[src/rtl/mem_wb_stage.sv]
// mem_wb_stage: MEM/WB pipeline stage with a single-outstanding data-memory handshake
// and a writeback register that bubbles while the access is in flight.
module mem_wb_stage #(
  parameter int DBITS = 32
) (
  input  logic             clk,
  input  logic             rst_n,
  input  logic             memtoReg_m,
  input  logic             memWrite_m,
  input  logic             jal_m,
  input  logic             regWrite_m,
  input  logic [DBITS-1:0] incrementedPC_m,
  input  logic [DBITS-1:0] dstReg_m,
  input  logic [DBITS-1:0] aluOut_m,
  input  logic [DBITS-1:0] dataFwdOut2_m,
  output logic             dmem_req,
  output logic             dmem_we,
  output logic [DBITS-1:0] dmem_addr,
  output logic [DBITS-1:0] dmem_wdata,
  input  logic             dmem_ack,
  input  logic [DBITS-1:0] dmem_rdata,
  output logic             stall,
  output logic             regWrite_w,
  output logic [DBITS-1:0] dstReg_w,
  output logic [DBITS-1:0] wbData_w
);
  typedef enum logic {IDLE, ACCESS} state_t;
  state_t state, nextState;
  logic memop, issue, isLoad;
  logic [DBITS-1:0] wbSel;
  assign memop = memtoReg_m | memWrite_m;
  always_ff @(posedge clk or negedge rst_n)
    if (!rst_n) state <= IDLE;
    else state <= nextState;
  always_comb
    nextState = (state == IDLE) ? (memop ? ACCESS : IDLE) : (dmem_ack ? IDLE : ACCESS);
  always_comb begin
    issue  = (state == IDLE) & memop;
    stall  = issue | ((state == ACCESS) & ~dmem_ack);
    isLoad = memtoReg_m & ~memWrite_m;
    wbSel  = jal_m ? incrementedPC_m : isLoad ? dmem_rdata : aluOut_m;
  end
  // Request fields are captured once at issue and held until the ack
  always_ff @(posedge clk or negedge rst_n)
    if (!rst_n) begin
      dmem_req   <= 1'b0;
      dmem_we    <= 1'b0;
      dmem_addr  <= '0;
      dmem_wdata <= '0;
    end else if (issue) begin
      dmem_req   <= 1'b1;
      dmem_we    <= memWrite_m;
      dmem_addr  <= aluOut_m;
      dmem_wdata <= dataFwdOut2_m;
    end else if ((state == ACCESS) && dmem_ack) begin
      dmem_req   <= 1'b0;
    end
  always_ff @(posedge clk or negedge rst_n)
    if (!rst_n) begin
      regWrite_w <= 1'b0;
      dstReg_w   <= '0;
      wbData_w   <= '0;
    end else if (stall) begin
      regWrite_w <= 1'b0;
    end else begin
      regWrite_w <= regWrite_m;
      dstReg_w   <= dstReg_m;
      wbData_w   <= wbSel;
    end
endmodule

[config.mk]
export PLATFORM = sky130hd
export DESIGN_NAME = mem_wb_stage
export DESIGN_NICKNAME = d
export VERILOG_FILES = /design/src/rtl/mem_wb_stage.sv
export SDC_FILE = /design/constraint.sdc
export NUM_CORES = 1
export LEC_CHECK = 0
export BUFFER_PORTS_ARGS = -buffer_cell sky130_fd_sc_hd__buf_4
export CAP_MARGIN = 40
export CORE_MARGIN = 8
export CORE_UTILIZATION = 45
export DETAILED_ROUTE_END_ITERATION = 10
export PLACE_DENSITY = 0.9
export SYNTH_ARGS = -nofsm -noshare
export SYNTH_HDL_FRONTEND = slang
export SYNTH_SLANG_ARGS = --single-unit
[constraint.sdc]
create_clock -name clk -period 1.5 [get_ports clk]
set_input_delay 0.15 -clock clk [delete_from_list [all_inputs] [get_ports clk]]
set_output_delay 0.15 -clock clk [all_outputs]
set_load 0.005 [all_outputs]
==> results of run 1 <==
critical path: stages, from the launching register on:
cell and delay (ns):
dfrtp_2 0.46, buf_6 0.14, o21ba_4 0.24, buf_6 0.13, buf_12 0.12, nor3_1 0.06, a32o_1 0.27
through the flow:
| step | setup WS (ns) | utilization, % | hold WS, ns | TNS, ns | instances |
|---|---|---|---|---|---|
| after floorplan | 0.1391 | - | -0.1456 | 0 | 575 |
| after global placement | 0.0008616 | 66.04 | 0.1194 | 0 | 1017 |
| after detailed placement | -0.05047 | 66.04 | 0.1217 | -0.8476 | 1017 |
| after CTS | -0.06184 | 79.17 | 0.03850 | -0.6835 | 1152 |
| after global routing | -0.07432 | 82.36 | 0.07475 | -2.298 | 1171 |
| final | -0.04890 | 82.36 | 0.06633 | -0.6154 | 1171 |
worst min path at each step:
stage	start	slack, ns	cells after the start	to
floorplan	rst_n	-0.15	0	dmem_addr[0]$_DFFE_PN0P_
global placement	rst_n	0.12	1	dmem_addr[5]$_DFFE_PN0P_
detailed placement	rst_n	0.12	1	dmem_addr[5]$_DFFE_PN0P_
CTS	memWrite_m	0.04	3	dmem_we$_DFFE_PN0P_
global route	dmem_rdata[3]	0.07	3	wbData_w[3]$_DFFE_PN0N_
finish	memWrite_m	0.07	3	dmem_we$_DFFE_PN0P_
area by class of cell:
type | count | area [um2] | area share [%]
multi-input combinational | 396 | 2372 | 22.82
inverter | 2 | 7.507 | 0.07223
timing repair buffer | 437 | 3875 | 37.28
clock inverter | 12 | 152.6 | 1.469
sequential | 132 | 3304 | 31.79
clock buffer | 20 | 466.7 | 4.490
tap | 172 | 215.2 | 2.071
registers in the layout, summed over array words and instances, names as in the netlist:
| name | flops |
|---|---|
| dmem_wdata | 32 |
| dstReg_w | 32 |
| dmem_we | 1 |
| state | 1 |
| wbData_w | 32 |
| dmem_addr | 32 |
| regWrite_w | 1 |
| dmem_req | 1 |
cell families (layout without fill, tap and decap cells):
family,Yosys count,count (layout),share of synthesized area (%)
AOI/OAI and AO/OA,38,38,6.167
buffers and inverters,47,471,4.204
DFF,132,132,56.92
muxes,32,32,6.598
and+or+nand+nor,326,326,26.11
power breakdown:
group          total [mW]  leakage, nW  switching [mW]  internal (mW)
Combinational        3.82         3.23            1.65           2.17
Clock                4.39        0.294            1.64           2.75
Sequential           4.78         1.58           0.496           4.29
metal layers:
layer / track usage (%) / part of all wire, %
met1: 30.00 / 34
met2: 52.92 / 51
met3: 10.44 / 11
met4: 15.57 / 4.4
met5: 0 / 0
cell usage in the layout, fill, tap and decap left out, types with 8 or more instances in the layout:
cell | synthesis | layout
a32o_1 | 32 | 26
buf_12 | 0 | 11
buf_4 | 2 | 306
buf_6 | 5 | 11
clkbuf_16 | 0 | 25
dfrtp_1 | 132 | 131
dlygate4sd3_1 | 0 | 99
mux2_2 | 26 | 26
nand2_1 | 192 | 188
nor2b_1 | 35 | 33
nor3_1 | 33 | 23
nor3_2 | 0 | 8
or3_1 | 64 | 64
what timing repair did:
action,4_1_cts,5_1_grt
setup buffers,4,9
hold buffers,99,0
pin swaps,1,30
gates resized for setup,4,33
endpoints found under the hold margin,140,0
cloned,0,10
setup endpoints to repair,34,81
==> impl_metrics.py, run 1 <==
metrics = {
    "yosys": {
        "netlist-cell-type-count": 19,
        "yosysTopAreaCell": "dfrtp_1",
        "yosysTopAreaCellShare_pct": 56.92,
        "syn-cell-area_mm2": 0.005803,
        "async_flop_share_pct": 100.0,
        "yosys.cell_count.top_type": "nand2_1",
        "synth_common_cells": "nand2_1 (192), dfrtp_1 (132), or3_1 (64)",
        "postSynthCellCount": 575,
        "yosysSeqAreaShare_pct": 56.92,
        "synth_area_per_cell_um2": 10.09,
        "yosysWarnings": 0,
        "synth-edff-count": 0,
        "synth-seq-cells": 132,
        "synth_ff_type": "dfrtp_1",
        "synth_area_leaders": "dfrtp_1 (57%), nand2_1 (12%), or3_1 (6.9%)",
        "synth_nets": 742,
    },
    "layout": {
        "post_route_cells_drive_above_1_share_pct": 42.94,
        "antennaDiodeCount": 0,
        "nets": 1153,
        "fillers": 653,
        "syn2layout_area_growth_pct": 79.11,
        "design_area_mm2": 0.01039,
    },
    "flow_run": {
        "cap_violations": 0,
    },
    "timing": {
        "post-route-period-util_pct": 103.3,
        "slew_headroom_pct": 51.04,
        "clock_skew_ns": 0.01689,
        "slew_viol_final": 0,
        "max_clock_freq_mhz": 645.6,
        "fin_crit_ns": 1.549,
        "finalSetupViolCount": 36,
        "final-hold-violation-count": 0,
        "tightest_slew_ns": 0.7345,
        "timing.final.ws_setup_ns": -0.04890,
        "rsz0062_at_grt": "yes",
    },
    "clock_tree": {
        "path_clk_slew_ns": 0.07,
        "cts.sinks": 132,
        "tritoncts": "done",
        "cts-root-buf": "clkbuf_16",
        "cts_buffers": 17,
        "worstSkewPairLatency_ns": 0.42,
        "clockBufferDepth": 2,
        "cts_max_level": 4,
    },
    "setup_path": {
        "cp_max_fo": 5,
        "path_class": "flip-flop to flip-flop",
        "reg2reg_slack_ns": -0.05,
        "rr_endpoint": "wbData_w[24]$_DFFE_PN0N_",
        "crit_path_start_kind": "flip-flop",
        "end_kind": "flip-flop",
        "r2r-start": "state$_DFF_PN0_",
        "critical_path.startpoint": "state$_DFF_PN0_",
        "arrival_ns": 1.85,
        "critPathCapture": "wbData_w[24]$_DFFE_PN0N_",
        "worstPathRequired_ns": 1.80,
        "worstRegToRegCells": 6,
    },
    "floorplanning": {
        "die_h_um": 129.6,
        "fp.dieW_um": 129.6,
        "core_mm2": 0.01262,
        "pin_count": 299,
        "start_util_pct": 45.98,
        "fp.dieArea_mm2": 0.01679,
        "rows": 41,
    },
    "global_routing": {
        "gr-total-overflow": 0,
        "grt_first_pass_wirelength_mm": 37.83,
        "grt_max_degree": 97,
        "grt_pass1_vias": 6925,
        "track_usage_pct": 29.68,
        "antenna_found_initial": 0,
    },
    "route": {
        "vias": 6595,
        "first_pass_iters": 5,
        "wirelength_mm": 27.36,
        "wl_per_cell_um": 23.36,
        "drc_errors": 0,
        "vias_per_cell": 5.632,
        "drt_iter0_drc": 680,
        "drtAntennaViolNets": 0,
    },
    "status": {
        "violations": "setup timing",
        "status": "finished with violations",
    },
    "power_and_ir_drop": {
        "power.density_mw_per_mm2": 1250,
        "max-vdd-ir-drop_uv": 831.1,
        "total_power_mw": 12.99,
        "p_leak_nw": 5.109,
    },
    "place": {
        "place_congestion": 0.7851,
        "dpl.hpwl_mm": 14.85,
        "portBuffers": 298,
        "dpl_cell_area_mm2": 0.008334,
    },
    "min_path": {
        "min_path_type": "input pin to flip-flop",
    },
}
Power figures use the tool's default switching activity.
==> run 2: changes to the inputs <==
==> config.mk (replaced) <==
export PLATFORM = sky130hd
export DESIGN_NAME = mem_wb_stage
export DESIGN_NICKNAME = d
export VERILOG_FILES = /design/src/rtl/mem_wb_stage.sv
export SDC_FILE = /design/constraint.sdc
export NUM_CORES = 1
export LEC_CHECK = 0
export CAP_MARGIN = 40
export CORE_MARGIN = 8
export CORE_UTILIZATION = 43
export DETAILED_ROUTE_END_ITERATION = 10
export DONT_BUFFER_PORTS = 1
export PLACE_DENSITY = 0.69
export SYNTH_ARGS = -nofsm -noshare
export SYNTH_HDL_FRONTEND = slang
export SYNTH_SLANG_ARGS = --single-unit
==> run 2 against run 1 <==
Against the previous run: the flow finishes with violations (hold timing); clock skew fell by 0.011 ns; sequential share of layout area rose by 10 points; wire length fell by 29%; critical path type unchanged.
==> impl_metrics.py, run 2 (same netlist as run 1, synthesis figures left out) <==
metrics = {
    "status": {
        "status": "finished with violations",
        "violations": "hold timing",
    },
    "route": {
        "wl_met2_mm": 10.19,
        "drc_errors": 0,
        "vias_per_cell": 5.582,
        "dr_wl_met3_mm": 2.046,
        "first_pass_iters": 5,
        "wirelength_mm": 19.46,
        "drtAntennaViolNets": 0,
        "vias": 4884,
        "wl_per_cell_um": 22.24,
        "route.top_layer_used": "met4",
        "met1_length_mm": 6.601,
        "drt_iter0_drc": 326,
    },
    "place": {
        "place_congestion": 0.8433,
        "placed_cells": 718,
        "portBuffers": 0,
        "dpl_cell_area_mm2": 0.006011,
        "dpl.hpwl_mm": 12.45,
    },
    "timing": {
        "slew_headroom_pct": 38.15,
        "finalSetupViolCount": 0,
        "post-route-period-util_pct": 99.94,
        "hold_slack_ns": -0.5591,
        "tightest_slew_ns": 0.9278,
        "slew_viol_final": 0,
        "fin_crit_ns": 1.499,
        "clock_skew_ns": 0.005807,
        "finalSetupTns_ns": 0,
        "max_clock_freq_mhz": 667.1,
        "rsz0062_at_grt": "yes",
        "final-hold-violation-count": 132,
    },
    "setup_path": {
        "worst_path_max_delay_cell": "dfrtp_2",
        "path_class": "flip-flop to flip-flop",
        "r2r-start": "state$_DFF_PN0_",
        "end_kind": "flip-flop",
        "rr_endpoint": "dstReg_w[14]$_DFFE_PN0N_",
        "cp_max_fo": 18,
        "path_cells": "nor3_2 -> a21oi_4 -> bufbuf_16 -> mux2_2",
        "slowest_delay_ns": 0.43,
        "worstPathRequired_ns": 1.79,
        "crit_path_start_kind": "flip-flop",
        "arrival_ns": 1.79,
        "reg2reg_slack_ns": 0.0009,
        "worstRegToRegCells": 4,
    },
    "clock_tree": {
        "cts_setup_buffers": 0,
        "path_clk_slew_ns": 0.06,
        "tritoncts": "done",
        "cts-root-buf": "clkbuf_16",
        "worstSkewPairLatency_ns": 0.40,
        "clockBufferDepth": 2,
        "cts_buffers": 17,
        "cts_max_level": 4,
        "cts.sinks": 132,
    },
    "min_path": {
        "min_path_type": "input pin to async pin",
    },
    "layout": {
        "post_route_cells_drive_above_1_share_pct": 11.62,
        "final_common_cell": "nand2_1",
        "fillers": 1036,
        "design_area_mm2": 0.007840,
        "nets": 852,
        "syn2layout_area_growth_pct": 35.10,
        "instances_no_fill": 875,
        "final_cell_mix": "nand2_1 (192), dfrtp_1 (131), dlygate4sd3_1 (122)",
        "final_core_util_pct": 59.44,
    },
    "power_and_ir_drop": {
        "seq_power_share_pct": 47.8,
        "switching_share_pct": 28.12,
        "combPwrFrac_pct": 15.7,
        "intPower_mw": 7.511,
        "power_frac_clock_pct": 36.5,
        "switchingPower_mw": 2.939,
        "max-vdd-ir-drop_uv": 747.5,
        "power.density_mw_per_mm2": 1333,
        "p_leak_nw": 3.502,
    },
    "floorplanning": {
        "die_h_um": 132.2,
        "rows": 42,
        "start_util_pct": 44.00,
        "fp.dieArea_mm2": 0.01747,
        "pin_count": 299,
        "core_mm2": 0.01319,
        "fp.dieW_um": 132.2,
    },
    "flow_run": {
        "cap_violations": 0,
    },
    "global_routing": {
        "grt_first_pass_wirelength_mm": 30.32,
        "grt_max_degree": 133,
        "track_usage_pct": 21.90,
        "gr-total-overflow": 0,
        "antenna_found_initial": 2,
        "grt_pass1_vias": 5337,
    },
}
run 2: cell types whose count changed in the layout (fill, tap and decap cells not counted), sizes merged:
cell and change:
dlymetal6s4s +1, buf -318, clkbuf -8, diode +2, clkinvlp -3, bufbuf +1, dlygate4sd3 +23, clkinv +4
bufinv -2
run 2: worst max path at each step:
stage / start / end / slack [ns] / depth (start not counted)
final: state$_DFF_PN0_ / dstReg_w[14]$_DFFE_PN0N_ / 0.0009 / 4
after global routing: state$_DFF_PN0_ / dstReg_w[4]$_DFFE_PN0N_ / -0.06 / 4
after CTS: state$_DFF_PN0_ / dstReg_w[14]$_DFFE_PN0N_ / -0.02 / 4
after detailed placement: state$_DFF_PN0_ / dstReg_w[13]$_DFFE_PN0N_ / -0.003 / 4
after global placement: state$_DFF_PN0_ / dstReg_w[29]$_DFFE_PN0N_ / 0.02 / 4
after floorplan: state$_DFF_PN0_ / dstReg_w[25]$_DFFE_PN0N_ / 0.14 / 5
run 2: per-layer routing:
metal,up-vias,track usage [%]
li1,2167,-
met1,2368,21.98
met2,297,38.13
met3,52,9.299
met4,0,11.17
met5,-,0
run 2: power by group through the flow:
stage	Clock, mW	Combinational, mW	Sequential (mW)
CTS	3.93	1.63	5.00
global placement	0	1.23	5.03
floorplan	0	1.06	4.76
global route	4.08	1.81	5.07
detailed placement	0	1.31	5.06
finish	3.81	1.64	4.99
run 2: through the flow:
stage / hold WS [ns] / worst slack, ns / total power [mW]
floorplan: -0.1456 / 0.1391 / 5.826
global route: -0.5930 / -0.05898 / 10.96
global placement: -0.1421 / 0.02456 / 6.258
finish: -0.5591 / 0.0008744 / 10.45
CTS: -0.5831 / -0.01525 / 10.56
detailed placement: -0.1421 / -0.002855 / 6.366
run 2: area by class of cell:
type	instances	area, um2	area share [%]
Tap cell	176	220.2	2.809
Antenna cell	2	5.005	0.06384
Sequential cell	132	3304	42.15
Inverter	2	7.507	0.09575
Clock buffer	20	446.7	5.697
Clock inverter	11	105.1	1.341
Multi-Input combinational cell	396	2295	29.27
Timing Repair Buffer	136	1456	18.58
run 2: timing repair:
action | 4_1_cts | 5_1_grt
hold buffers | 122 | 1
cloned | 1 | 0
resized for setup | 2 | 1
endpoints found under the hold margin | 258 | 133
pin swaps | 0 | 0
setup endpoints to repair | 7 | 16
run 2: critical path: cells and delay by family, from the launching register on:
kind	cells	cell delay [ns]
buffers and inverters	1	0.34
AO/OA/AOI/OAI	1	0.20
flip-flops	1	0.43
AND/OR/NAND/NOR	1	0.07
multiplexers	1	0.34
==> run 3: changes to the inputs <==
--- a/config.mk
+++ b/config.mk
@@ -10,7 +10,9 @@
 export CORE_UTILIZATION = 43
 export DETAILED_ROUTE_END_ITERATION = 10
 export DONT_BUFFER_PORTS = 1
+export MAX_ROUTING_LAYER = met4
 export PLACE_DENSITY = 0.69
+export SLEW_MARGIN = 10
 export SYNTH_ARGS = -nofsm -noshare
 export SYNTH_HDL_FRONTEND = slang
 export SYNTH_SLANG_ARGS = --single-unit
==> run 3 against run 2 <==
Against the previous run: final area is the same; clock skew is 0.0022 ns higher; register-to-register slack about the same; global-route usage up 0.62 points; the run still ends with hold timing left; sequential cell count is the same; critical path depth unchanged; non-clock buffer count unchanged; wire length up 0.19%; via count fell by 0.53%; largest power group unchanged; clock-buffer cell count unchanged.
==> impl_metrics.py, run 3 (same netlist as run 1, synthesis figures left out) <==
metrics = {
    "floorplanning": {
        "die_h_um": 132.2,
        "fp.dieArea_mm2": 0.01747,
        "start_util_pct": 44.00,
        "fp.dieW_um": 132.2,
        "core_mm2": 0.01319,
        "rows": 42,
        "pin_count": 299,
    },
    "setup_path": {
        "worstRegToRegCells": 4,
        "path_cells": "nor3_2 -> a21oi_4 -> bufbuf_16 -> mux2_2",
        "crit_path_start_kind": "flip-flop",
        "slowest_delay_ns": 0.43,
        "path_class": "flip-flop to flip-flop",
        "arrival_ns": 1.79,
        "worstPathRequired_ns": 1.79,
        "cp_max_fo": 18,
        "worst_path_max_delay_cell": "dfrtp_2",
        "end_kind": "flip-flop",
    },
    "clock_tree": {
        "cts.sinks": 132,
        "cts-root-buf": "clkbuf_16",
        "worstSkewPairLatency_ns": 0.40,
        "cts_max_level": 4,
        "tritoncts": "done",
        "path_clk_slew_ns": 0.06,
        "cts_setup_buffers": 0,
        "clockBufferDepth": 2,
        "cts_buffers": 17,
    },
    "layout": {
        "multi_input_area_mm2": 0.002295,
        "nets": 852,
        "final_cell_mix": "nand2_1 (192), dfrtp_1 (131), dlygate4sd3_1 (122)",
        "design_area_mm2": 0.007840,
        "final_common_cell": "nand2_1",
        "post_route_cells_drive_above_1_share_pct": 11.62,
        "syn2layout_area_growth_pct": 35.10,
        "instances_no_fill": 875,
        "fillers": 1036,
        "final_core_util_pct": 59.44,
        "ff_latch_area_mm2": 0.003304,
    },
    "min_path": {
        "min_path_type": "input pin to async pin",
    },
    "route": {
        "vias": 4858,
        "wirelength_mm": 19.49,
        "drt_iter0_drc": 325,
        "vias_per_cell": 5.552,
        "drc_errors": 0,
        "first_pass_iters": 5,
        "drtAntennaViolNets": 0,
        "wl_per_cell_um": 22.28,
    },
    "place": {
        "dpl_cell_area_mm2": 0.006011,
        "placed_cells": 718,
        "dp_worst_setup_slack_ns": -0.002855,
        "dpl.hpwl_mm": 12.45,
        "place_congestion": 0.8565,
        "portBuffers": 0,
    },
    "power_and_ir_drop": {
        "power.density_mw_per_mm2": 1332,
        "total_power_mw": 10.44,
        "max-vdd-ir-drop_uv": 744.6,
        "p_leak_nw": 3.502,
    },
    "timing": {
        "clock_skew_ns": 0.007975,
        "slew_viol_final": 0,
        "finalSetupTns_ns": 0,
        "slew_headroom_pct": 37.79,
        "rsz0062_at_grt": "yes",
        "hold_slack_ns": -0.5579,
        "final-hold-violation-count": 132,
        "max_clock_freq_mhz": 666.8,
        "tightest_slew_ns": 0.9332,
        "timing.final.ws_setup_ns": 0.0002670,
        "post-route-period-util_pct": 99.98,
        "finalSetupViolCount": 0,
        "fin_crit_ns": 1.500,
    },
    "global_routing": {
        "grt_first_pass_wirelength_mm": 30.30,
        "gr-total-overflow": 0,
        "grt_max_degree": 133,
        "antenna_found_initial": 2,
        "grt_pass1_vias": 5323,
        "track_usage_pct": 22.52,
    },
    "status": {
        "status": "finished with violations",
        "violations": "hold timing",
    },
    "flow_run": {
        "cap_violations": 0,
    },
}
==> run 3: metal layers <==
| metal | share of wire (%) | global-route usage (%) | wire (um) | vias to the layer above |
|---|---|---|---|---|
| met5 | 0 | - | 0 | - |
| met4 | 3.1 | 11.04 | 598 | 0 |
| met3 | 9.4 | 8.041 | 1841 | 46 |
| met2 | 52 | 38.36 | 10200 | 306 |
| met1 | 35 | 22.60 | 6857 | 2340 |
| li1 | - | - | - | 2166 |
==> run 3: worst paths after layout <==
kind | from | end | slack (ns)
max | state$_DFF_PN0_ | dstReg_w[14]$_DFFE_PN0N_ | 0.0003
min | rst_n | dmem_addr[3]$_DFFE_PN0P_ | -0.56
max reg2reg | state$_DFF_PN0_ | dstReg_w[14]$_DFFE_PN0N_ | 0.0003
min reg2reg | dmem_wdata[17]$_DFFE_PN0P_ | dmem_wdata[17]$_DFFE_PN0P_ | 0.51
max in group asynchronous | rst_n | state$_DFF_PN0_ | 1.89
min in group clk | dmem_rdata[12] | wbData_w[12]$_DFFE_PN0N_ | 0.02
==> run 3: power by group <==
part / switching [mW] / leakage (nW) / internal [mW]
combinational: 0.738 / 1.65 / 0.902
clock: 1.49 / 0.270 / 2.32
sequential: 0.701 / 1.58 / 4.29
==> run 3: final cells by class <==
class / count / share of cell area (%)
diodes: 2 / 0.06384
clock buffers: 20 / 5.697
clock inverters: 11 / 1.341
inverters: 2 / 0.09575
multi-input cells: 396 / 29.27
flip-flops and latches: 132 / 42.15
well taps: 176 / 2.809
repair buffers: 136 / 18.58
==> run 3: worst max-delay path, delay by kind of cell, from the launching register on <==
family | cells | cell delay (ns)
buffers and inverters | 1 | 0.35
AND/OR/NAND/NOR | 1 | 0.07
multiplexers | 1 | 0.34
flip-flops | 1 | 0.43
AO/OA/AOI/OAI | 1 | 0.20
==> run 3: what timing repair did <==
action	in CTS	in global routing
gates cloned	1	0
resized for setup	2	1
endpoints found under the hold margin	258	133
hold buffers	122	1
setup endpoints to repair	7	16
